## src/rtl/mips_decode_alu_if.sv

```systemverilog
// Bus between the register-file/fetch side and the decode-and-execute slice.
// The master drives the instruction and operands; the slave returns the registered results.
interface mips_decode_alu_if;
   logic [31:0] instruction;
   logic [31:0] read_data_1;
   logic [31:0] read_data_2;
   logic [6:0]  signals;
   logic [2:0]  alu_op;
   logic [31:0] imm_ext;
   logic [31:0] alu_result;
   logic        zero;

   modport master (
      output instruction, read_data_1, read_data_2,
      input  signals, alu_op, imm_ext, alu_result, zero
   );

   modport slave (
      input  instruction, read_data_1, read_data_2,
      output signals, alu_op, imm_ext, alu_result, zero
   );
endinterface

```

## src/rtl/mips_decode_alu.sv

```systemverilog
// Single-cycle MIPS decode-and-execute slice: control decode, immediate extend,
// operand-B mux and ALU, all captured into output registers (one cycle latency).
module mips_decode_alu (
   input logic              clock,
   input logic              reset,
   mips_decode_alu_if.slave bus
);

   localparam logic [2:0] AluAnd  = 3'b000;
   localparam logic [2:0] AluOr   = 3'b001;
   localparam logic [2:0] AluAdd  = 3'b010;
   localparam logic [2:0] AluXor  = 3'b011;
   localparam logic [2:0] AluNor  = 3'b100;
   localparam logic [2:0] AluSltu = 3'b101;
   localparam logic [2:0] AluSub  = 3'b110;
   localparam logic [2:0] AluSlt  = 3'b111;

   logic [5:0]  opcode;
   logic [5:0]  funct;
   logic [15:0] imm;
   logic [6:0]  signals_d, signals_q;
   logic [2:0]  alu_op_d, alu_op_q;
   logic [31:0] imm_ext_d, imm_ext_q;
   logic [31:0] alu_result_d, alu_result_q;
   logic        zero_q;
   logic        sign_ext;
   logic [31:0] op_a, op_b;
   logic        unused_fields;

   assign opcode        = bus.instruction[31:26];
   assign funct         = bus.instruction[5:0];
   assign imm           = bus.instruction[15:0];
   // rs/rt/rd/shamt fields are resolved by the register file, not here
   assign unused_fields = ^bus.instruction[25:16];

   always_comb begin
      signals_d = 7'h00;
      alu_op_d  = AluAdd;
      sign_ext  = 1'b1;
      unique case (opcode)
         6'b000000: begin
            signals_d = 7'h41;
            unique case (funct)
               6'b100000: alu_op_d = AluAdd;
               6'b100010: alu_op_d = AluSub;
               6'b100100: alu_op_d = AluAnd;
               6'b100101: alu_op_d = AluOr;
               6'b100110: alu_op_d = AluXor;
               6'b100111: alu_op_d = AluNor;
               6'b101010: alu_op_d = AluSlt;
               6'b101011: alu_op_d = AluSltu;
               default: begin
                  signals_d = 7'h00;
                  alu_op_d  = AluAdd;
               end
            endcase
         end
         6'b001000: begin signals_d = 7'h60; alu_op_d = AluAdd;  end
         6'b001010: begin signals_d = 7'h60; alu_op_d = AluSlt;  end
         6'b001011: begin signals_d = 7'h60; alu_op_d = AluSltu; end
         6'b001100: begin signals_d = 7'h60; alu_op_d = AluAnd; sign_ext = 1'b0; end
         6'b001101: begin signals_d = 7'h60; alu_op_d = AluOr;  sign_ext = 1'b0; end
         6'b001110: begin signals_d = 7'h60; alu_op_d = AluXor; sign_ext = 1'b0; end
         6'b100011: begin signals_d = 7'h6C; alu_op_d = AluAdd; end
         6'b101011: begin signals_d = 7'h30; alu_op_d = AluAdd; end
         6'b000100: begin signals_d = 7'h02; alu_op_d = AluSub; end
         default: begin
            signals_d = 7'h00;
            alu_op_d  = AluAdd;
         end
      endcase
   end

   assign imm_ext_d = sign_ext ? {{16{imm[15]}}, imm} : {16'h0000, imm};
   assign op_a      = bus.read_data_1;
   // signals bit 5 is ALUSrc
   assign op_b      = signals_d[5] ? imm_ext_d : bus.read_data_2;

   always_comb begin
      alu_result_d = 32'h0;
      unique case (alu_op_d)
         AluAnd:  alu_result_d = op_a & op_b;
         AluOr:   alu_result_d = op_a | op_b;
         AluAdd:  alu_result_d = op_a + op_b;
         AluXor:  alu_result_d = op_a ^ op_b;
         AluNor:  alu_result_d = ~(op_a | op_b);
         AluSltu: alu_result_d = {31'h0, op_a < op_b};
         AluSub:  alu_result_d = op_a - op_b;
         AluSlt:  alu_result_d = {31'h0, $signed(op_a) < $signed(op_b)};
         default: alu_result_d = 32'h0;
      endcase
   end

   always_ff @(posedge clock or negedge reset) begin
      if (!reset) begin
         signals_q    <= 7'h00;
         alu_op_q     <= 3'b000;
         imm_ext_q    <= 32'h0;
         alu_result_q <= 32'h0;
         zero_q       <= 1'b0;
      end else begin
         signals_q    <= signals_d;
         alu_op_q     <= alu_op_d;
         imm_ext_q    <= imm_ext_d;
         alu_result_q <= alu_result_d;
         zero_q       <= (alu_result_d == 32'h0);
      end
   end

   assign bus.signals    = signals_q;
   assign bus.alu_op     = alu_op_q;
   assign bus.imm_ext    = imm_ext_q;
   assign bus.alu_result = alu_result_q;
   assign bus.zero       = zero_q;

endmodule

```

## src/flat_wrapper.sv

```systemverilog
// flat-port wrapper written by rule: the top's interface ports become plain ports
module mips_decode_alu_flat 
  (clock, reset, bus_instruction, bus_read_data_1, bus_read_data_2, bus_signals, bus_alu_op, bus_imm_ext, bus_alu_result, bus_zero);
  mips_decode_alu_if bus_i ();
  input logic clock;
  input logic reset;
  input wire logic [$bits(bus_i.instruction)-1:0] bus_instruction;
  input wire logic [$bits(bus_i.read_data_1)-1:0] bus_read_data_1;
  input wire logic [$bits(bus_i.read_data_2)-1:0] bus_read_data_2;
  output wire logic [$bits(bus_i.signals)-1:0] bus_signals;
  output wire logic [$bits(bus_i.alu_op)-1:0] bus_alu_op;
  output wire logic [$bits(bus_i.imm_ext)-1:0] bus_imm_ext;
  output wire logic [$bits(bus_i.alu_result)-1:0] bus_alu_result;
  output wire logic [$bits(bus_i.zero)-1:0] bus_zero;
  assign bus_i.instruction = bus_instruction;
  assign bus_i.read_data_1 = bus_read_data_1;
  assign bus_i.read_data_2 = bus_read_data_2;
  assign bus_signals = bus_i.signals;
  assign bus_alu_op = bus_i.alu_op;
  assign bus_imm_ext = bus_i.imm_ext;
  assign bus_alu_result = bus_i.alu_result;
  assign bus_zero = bus_i.zero;
  mips_decode_alu u_core (.clock(clock), .reset(reset), .bus(bus_i));
endmodule
```

## config.mk

```make
export PLATFORM = sky130hd
export DESIGN_NAME = mips_decode_alu_flat
export DESIGN_NICKNAME = d
export VERILOG_FILES = /design/src/rtl/mips_decode_alu_if.sv /design/src/rtl/mips_decode_alu.sv /design/src/flat_wrapper.sv
export SDC_FILE = /design/constraint.sdc
export NUM_CORES = 1
export LEC_CHECK = 0
export CAP_MARGIN = 20
export CORE_AREA = 2 2 142 144
export CTS_BUF_LIST = sky130_fd_sc_hd__clkbuf_16
export DETAILED_ROUTE_END_ITERATION = 10
export DIE_AREA = 0 0 144 146
export HOLD_SLACK_MARGIN = 0.15
export PLACE_DENSITY = 0.66
export SLEW_MARGIN = 20
export SYNTH_ARGS = -nofsm -noshare
export SYNTH_HDL_FRONTEND = slang
export SYNTH_SLANG_ARGS = --single-unit
```

## constraint.sdc

```tcl
create_clock -name clock -period 1 [get_ports clock]
set_input_delay 0.1 -clock clock [delete_from_list [all_inputs] [get_ports clock]]
set_output_delay 0.1 -clock clock [all_outputs]
set_load 0.01 [all_outputs]
```

==> qor.txt, run 1 <==
Status -> finished, violations left
Violated checks -> setup timing
Top delay family on crit path -> simple AND/OR/NAND/NOR gates
CTS sink cnt -> 59
Gr usage total -> 0.366
Top cell type's share of synthesized area -> 0.188
Max-slew violations -> 0
Total grt overflow -> 0
Setup tns final -> -101810 ps
Htree depth -> 3
Fin nets -> 1885
Yosys cell types -> 85
Type of origin of the critical path -> input pin
Drt pass-1 iters -> 6
Syn-to-layout area delta -> 93.8%
Worst min path class -> input pin to register
RSZ-0062 raised after global routing -> yes
Worst Slack Setup Final -> -3730 ps
Top-level I/O count -> 173
Initial DRC count -> 1072
Top fanout value on the critical path -> 4
Req. time, crit path -> 1290 ps
DR vias/cell -> 5.90
Critical Path Max Stage Delay -> 260 ps
Share of power burned in registers -> 0.171
VDD IR-drop max -> 944 uV
Final wirelength -> 42700 um
Number of max-cap violations -> 0
HPWL after DPL -> 27500 um
Global-route wire length before repair -> 59700 um
Die Wd -> 144 um
PwrDens -> 1120 nW/um2
Slew HR -> 0.415
Most frequent cells in the layout -> 435 x buf_4, 88 x inv_1, 87 x nand2_1
Initial Util -> 0.407
Number of cells produced by synthesis -> 1068
Internal power -> 10200 uW
Post-Synth XOR/XNOR Area -> 0.0223
Slowest-stage cell, CP -> nor2b_4
Clk network pwr share -> 0.186
CTS max path bufs -> 2
Ant diodes -> 0
Mux cell area share after synthesis -> 0.0148
Synth Area in Compound Gates -> 0.298
Core area -> 19300 um2
Area leader, netlist -> dfrtp_1
Drt wl/cell -> 21.8 um
Total power -> 17000 uW
Most used cell, CP -> buf_4
PortBufs -> 162
Die H -> 146 um
Fin. Hold Viols -> 0
Crit path buf inv count -> 12
RePlAce Congestion -> 1.04
Arr. time, crit path -> 5020 ps
Top FF cell, synth -> dfrtp_1
Final setup vio count -> 56
Fmax -> 211 MHz
Min Clock Period, post-route -> 4730 ps
# DRC -> 0
Slew @ Worst Pin -> 878 ps
Initial antenna violation count -> 0
Combinational Power Share -> 0.643
Row count -> 51
#FFs+latches synth -> 59
Syn avg cell area -> 7.37 um2
CP Class -> input pin to register
Switching Power -> 6840 uW
Antenna viol nets, final -> 0
CTS root buffer -> clkbuf_16
Post-synthesis simple-gate area fraction -> 0.211
Post-synthesis sequential area ratio -> 0.188
Commonest non-fill, non-tap cell in the layout -> buf_4
Setup crit end kind -> register
Synth Area in Adders -> 0.166
Die area -> 21000 um2
Net count after synthesis -> 1269
Total CTS buffers -> 9
Yosys warnings -> 0
Switch share -> 0.401
Main combinational cell family by area after synthesis -> compound AO/OA/AOI/OAI gates
Clock slew at reported path FFs -> 60 ps
Period utilization -> 4.73
Largest net degree at the start of global routing -> 60
Number of synthesized flops with an enable pin -> 0
Vias in the first global route -> 10.8k
Static Leak -> 0.00741 uW
Share of cells above drive strength 1 -> 0.496
Post-synthesis async set-or-reset flop share -> 1.00
Synth Cell Area -> 7870 um2
Largest cells by area after synthesis -> dfrtp_1 19%, ha_1 16%, a21oi_1 6.0%, nand2_1 5.1%, inv_1 4.9%
Via count -> 11.5k
CTS tree -> done
state kept, by name, indices dropped and copies added (netlist names):
name                   cells
u_core.bus.zero            1
u_core.bus.alu_result     32
u_core.bus.alu_op          3
u_core.bus.signals         6
u_core.bus.imm_ext        17
what timing repair did:
| action | in CTS | in global routing |
|---|---|---|
| buffers inserted | 80 | 46 |
| pin swaps | 87 | 71 |
| setup endpoints to repair | 118 | 58 |
| hold buffers | 6 | 1 |
| gates cloned | 1 | 2 |
| endpoints found under the hold margin | 65 | 1 |
| gates resized for setup | 579 | 134 |
final cells by class:
cell class	instances	area, um2
multi-input cells	823	6960
repair buffers	685	5750
fillers	1324	4090
flip-flops and latches	59	1480
inverters	106	440
well taps	265	332
clock buffers	9	225
clock inverters	7	60.1
power groups by stage:
stage / logic [uW] / clock network (uW) / registers, uW
6_report: 11000 / 3180 / 2910
5_1_grt: 11500 / 3280 / 2940
3_3_place_gp: 8760 / 0 / 2940
3_5_place_dp: 8760 / 0 / 2950
2_1_floorplan: 3710 / 0 / 3170
4_1_cts: 9640 / 3180 / 2890
layer usage:
metal | global-route usage | vias up | part of all wire
met4 | 0.152 | 0 | 0.050
met3 | 0.0628 | 209 | 0.11
met5 | 0 | - | 0
met2 | 0.569 | 836 | 0.44
li1 | - | 5047 | -
met1 | 0.499 | 5427 | 0.40
tightest hold or removal path, cell delays in order:
cell	delay, ps
buf_2	130
a21o_1	110
o21ai_0	80
Yosys cell counts (5+ instances only):
cell type    n
o32ai_1      5
and3_1       9
a31oi_1     13
o2111ai_1    6
or4_1        8
xnor2_1     20
o31ai_1     14
or3_1        6
o21ai_1      7
ha_1       101
nor3_1      39
a21oi_1     94
o22ai_1      6
a21o_1      26
buf_2       11
nor2b_1     14
a221oi_1     8
nor2_1      83
a2111oi_0    8
nand2_1    107
nor4_1      12
o32a_1       5
a211oi_1    16
inv_1      102
dfrtp_1     59
nand4_1      7
clkbuf_1    47
nand2b_1     8
buf_4       16
o21bai_1    11
o21a_1       9
o21ai_0     61
mux2i_1      6
nand3_1     13
o211ai_1    13
and2_1       6
kinds of logic (layout without fill, tap and decap cells):
kind of cell	count (synthesis)	after routing
xor gates and xnor gates	20	20
DFF	59	59
buffers and inverters	186	807
AOI/OAI and AO/OA	350	350
adders and majority gates	103	103
and+or+nand+nor	339	339
muxes	11	11
final timing paths:
path / start / to / slack (ps) / cells after the start
max in group asynchronous: reset / u_core.bus.alu_op[2] / 390 / 3
min in group asynchronous: reset / u_core.bus.imm_ext[10] / 290 / 3
hold / removal: bus_instruction[30] / u_core.bus.signals[6] / 140 / 3
setup / recovery: bus_instruction[26] / u_core.bus.zero / -3730 / 31
through the flow:
stage,setup WS [ps],instance area [um2],cells,hold slack (ps),utilization
6_report,-3730,15200,1954,138,0.788
5_1_grt,-3880,15200,1954,177,0.788
4_1_cts,-3400,14300,1913,99.5,0.741
3_5_place_dp,-4300,12700,1819,140,0.659
3_3_place_gp,-4230,12700,1819,128,0.659
2_1_floorplan,-3780,8190,1068,-196,-
No activity file was read; power rests on OpenSTA's default activity.
==> inputs of run 2 (changes only) <==
Settings changed: ABC_AREA set to 1, CORE_AREA 2 2 142 144 to 2 2 156 158, DIE_AREA 0 0 144 146 to 0 0 158 160, PLACE_DENSITY 0.66 to 0.65.
==> run 2 against run 1 <==
The run still ends with setup timing left. Cell count grew 35%. Setup slack gained 1300 ps. Clock-buffer cell count is the same. Die area grew 20%. Utilization shrank 3.5 points. Via count grew 18%. Sequential cell count is the same. Design area grew 18%. Non-clock buffer count shrank 7. Sequential power is essentially flat. Fmax grew 37%. Global-route usage grew 2.0 points. Largest cell class unchanged. Largest power group unchanged.
==> qor.txt, run 2 <==
Static Leak -> 0.00946 uW (was 0.00741 uW)
Total grt overflow -> 0 (unchanged)
Total power -> 19600 uW (was 17000 uW)
Top-level I/O count -> 173 (unchanged)
DR vias/cell -> 5.14 (was 5.90)
Top post-synthesis cells by count -> 511 x nand2_1, 330 x inv_1, 212 x nor2_1 (was 107 x nand2_1, 102 x inv_1, 101 x ha_1)
Most frequent cells in the layout -> 427 x buf_4, 376 x nand2_1, 270 x inv_1 (was 435 x buf_4, 88 x inv_1, 87 x nand2_1)
Die H -> 160 um (was 146 um)
Top fanout value on the critical path -> 6 (was 4)
Largest net degree at the start of global routing -> 60 (unchanged)
CTS tree -> done (unchanged)
Yosys cell types -> 42 (was 85)
Share of power burned in registers -> 0.147 (was 0.171)
Via count -> 13.6k (was 11.5k)
VDD IR-drop max -> 758 uV (was 944 uV)
Switch share -> 0.450 (was 0.401)
Status -> finished, violations left (unchanged)
Htree depth -> 3 (unchanged)
Final core utilization -> 0.753 (was 0.788)
Area leader, netlist -> nand2_1 (was dfrtp_1)
Total CTS buffers -> 9 (unchanged)
#FFs+latches synth -> 59 (unchanged)
Violated checks -> setup timing (unchanged)
Slowest-stage cell, CP -> fa_2 (was nor2b_4)
HPWL after DPL -> 36800 um (was 27500 um)
Number of max-cap violations -> 0 (unchanged)
Syn avg cell area -> 5.66 um2 (was 7.37 um2)
Initial antenna violation count -> 0 (unchanged)
Gr usage total -> 0.386 (was 0.366)
Synth Cell Area -> 9530 um2 (was 7870 um2)
Req. time, crit path -> 1280 ps (was 1290 ps)
Most common cell in the netlist -> nand2_1 (unchanged)
Slew HR -> 0.747 (was 0.415)
Max-slew violations -> 0 (unchanged)
Post-synthesis async set-or-reset flop share -> 1.00 (unchanged)
Slew @ Worst Pin -> 380 ps (was 878 ps)
Worst min path class -> input pin to register (unchanged)
Syn-to-layout area delta -> 88.3% (was 93.8%)
Share of cells above drive strength 1 -> 0.482 (was 0.496)
Largest cells by area after synthesis -> nand2_1 20%, dfrtp_1 15%, ha_1 13%, inv_1 13%, nor2_1 8.3% (was dfrtp_1 19%, ha_1 16%, a21oi_1 6.0%, nand2_1 5.1%, inv_1 4.9%)
Vias in the first global route -> 13.4k (was 10.8k)
Initial DRC count -> 1162 (was 1072)
Filler cells -> 1896 (was 1324)
Most used cell, CP -> nand2_1 (was buf_4)
Global-route wire length before repair -> 74300 um (was 59700 um)
Max reg flops -> 32 (unchanged)
PwrDens -> 1090 nW/um2 (was 1120 nW/um2)
RePlAce Congestion -> 1.02 (was 1.04)
Final setup vio count -> 52 (was 56)
Fmax -> 290 MHz (was 211 MHz)
Sequential Area -> 1480 um2 (unchanged)
Worst Slack Setup Final -> -2450 ps (was -3730 ps)
# DRC -> 0 (unchanged)
CP Class -> input pin to register (unchanged)
Initial Util -> 0.400 (was 0.407)
Switching Power -> 8840 uW (was 6840 uW)
Drt pass-1 iters -> 7 (was 6)
Yosys warnings -> 0 (unchanged)
Clk network pwr share -> 0.163 (was 0.186)
Post-synthesis sequential area ratio -> 0.155 (was 0.188)
CTS max path bufs -> 2 (unchanged)
Clock slew at reported path FFs -> 70 ps (was 60 ps)
Setup crit end kind -> register (unchanged)
Top FF cell, synth -> dfrtp_1 (unchanged)
Antenna viol nets, final -> 0 (unchanged)
Fin nets -> 2510 (was 1885)
Row count -> 57 (was 51)
Die area -> 25300 um2 (was 21000 um2)
CTS root buffer -> clkbuf_16 (unchanged)
Multi-input logic area -> 8740 um2 (was 6960 um2)
Net count after synthesis -> 1885 (was 1269)
CTS sink cnt -> 59 (unchanged)
Ant diodes -> 0 (unchanged)
Final wirelength -> 50000 um (was 42700 um)
Critical Path Max Stage Delay -> 370 ps (was 260 ps)
PortBufs -> 162 (unchanged)
Number of synthesized flops with an enable pin -> 0 (unchanged)
RSZ-0062 raised after global routing -> yes (unchanged)
Arr. time, crit path -> 3730 ps (was 5020 ps)
Core area -> 23800 um2 (was 19300 um2)
Number of cells produced by synthesis -> 1684 (was 1068)
Min Clock Period, post-route -> 3450 ps (was 4730 ps)
Type of origin of the critical path -> input pin (unchanged)
Drt wl/cell -> 18.9 um (was 21.8 um)
Internal power -> 10800 uW (was 10200 uW)
Combinational Power Share -> 0.690 (was 0.643)
Period utilization -> 3.45 (was 4.73)
Fin. Hold Viols -> 0 (unchanged)
Top cell type's share of synthesized area -> 0.201 (was 0.188)
Die Wd -> 158 um (was 144 um)
Commonest non-fill, non-tap cell in the layout -> buf_4 (unchanged)
==> run 2: changes by cell type in the layout (fill, tap and decap cells not counted), sizes merged, moves of 17 or more <==
| cell | delta |
|---|---|
| nand2 | +415 |
| inv | +228 |
| nor2 | +135 |
| nand3 | +127 |
| a21oi | -45 |
| nand4 | +31 |
| nor3 | -28 |
| a21o | -26 |
| xor2 | +25 |
| o21ai | +18 |
| xnor2 | -18 |
| a211oi | -17 |
==> run 2: cell type report <==
class | instances | area share
well taps | 324 | 0.0226
clock buffers | 9 | 0.0125
multi-input cells | 1227 | 0.487
clock inverters | 7 | 0.00293
inverters | 334 | 0.0715
repair buffers | 678 | 0.321
flip-flops and latches | 59 | 0.0823
==> run 2: kinds of logic after synthesis <==
kind of cell    Yosys count  synth area share
simple gates            948             0.427
buf+inv                 398             0.172
compound gates          149            0.0839
fa+ha+maj               103             0.137
flops                    59             0.155
xor+xnor                 27            0.0248
==> run 2: path summary, 6_finish.rpt <==
kind / cells after the start / slack (ps) / start / endpoint
max in group asynchronous: 3 / 360 / reset / u_core.bus.alu_result[15]
min in group asynchronous: 3 / 310 / reset / u_core.bus.alu_result[3]
worst min-delay path: 1 / 210 / bus_instruction[8] / u_core.bus.imm_ext[8]
worst max-delay path: 29 / -2450 / bus_instruction[29] / u_core.bus.zero
==> run 2: stage by stage <==
| step | TNS, ps | worst slack, ps | instance area, um2 | hold WS (ps) | std cells |
|---|---|---|---|---|---|
| 6_report | -70180 | -2450 | 17900 | 211 | 2638 |
| 5_1_grt | -75030 | -2630 | 17900 | 216 | 2638 |
| 4_1_cts | -66700 | -2360 | 17400 | 14.8 | 2624 |
| 3_5_place_dp | -101620 | -3540 | 14700 | 143 | 2513 |
| 3_3_place_gp | -98060 | -3470 | 14700 | 134 | 2513 |
| 2_1_floorplan | -50860 | -1910 | 9980 | -196 | 1684 |
==> run 2: power groups by stage <==
stage               registers [uW]  logic [uW]  clock network [uW]
floorplan                     3170        4650                   0
global placement              2940       10400                   0
detailed placement            2940       10400                   0
CTS                           2880       12400                3220
global route                  2920       14400                3300
finish                        2880       13500                3210
==> run 2: critical path, delay by kind of cell <==
| kind | cells | cell delay, ps |
|---|---|---|
| AO/OA/AOI/OAI | 3 | 580 |
| adder cells (fa/ha/maj) | 2 | 550 |
| buffers and inverters | 6 | 700 |
| AND/OR/NAND/NOR | 18 | 1780 |
==> run 2: per-layer routing <==
| metal | GRT usage | part of all wire | routed length (um) | vias to the layer above |
|---|---|---|---|---|
| met1 | 0.533 | 0.44 | 21800 | 6390 |
| met3 | 0.0684 | 0.082 | 4100 | 142 |
| met5 | 0 | 0 | 0 | - |
| li1 | - | - | - | 6388 |
| met4 | 0.133 | 0.039 | 1930 | 0 |
| met2 | 0.604 | 0.44 | 22200 | 647 |
==> run 2: repair_timing <==
item	CTS	global route
endpoints found under the hold margin	66	1
buffers inserted	87	19
hold buffers	7	1
gates cloned	5	0
setup endpoints to repair	116	54
pin swaps	143	109
resized for setup	845	142
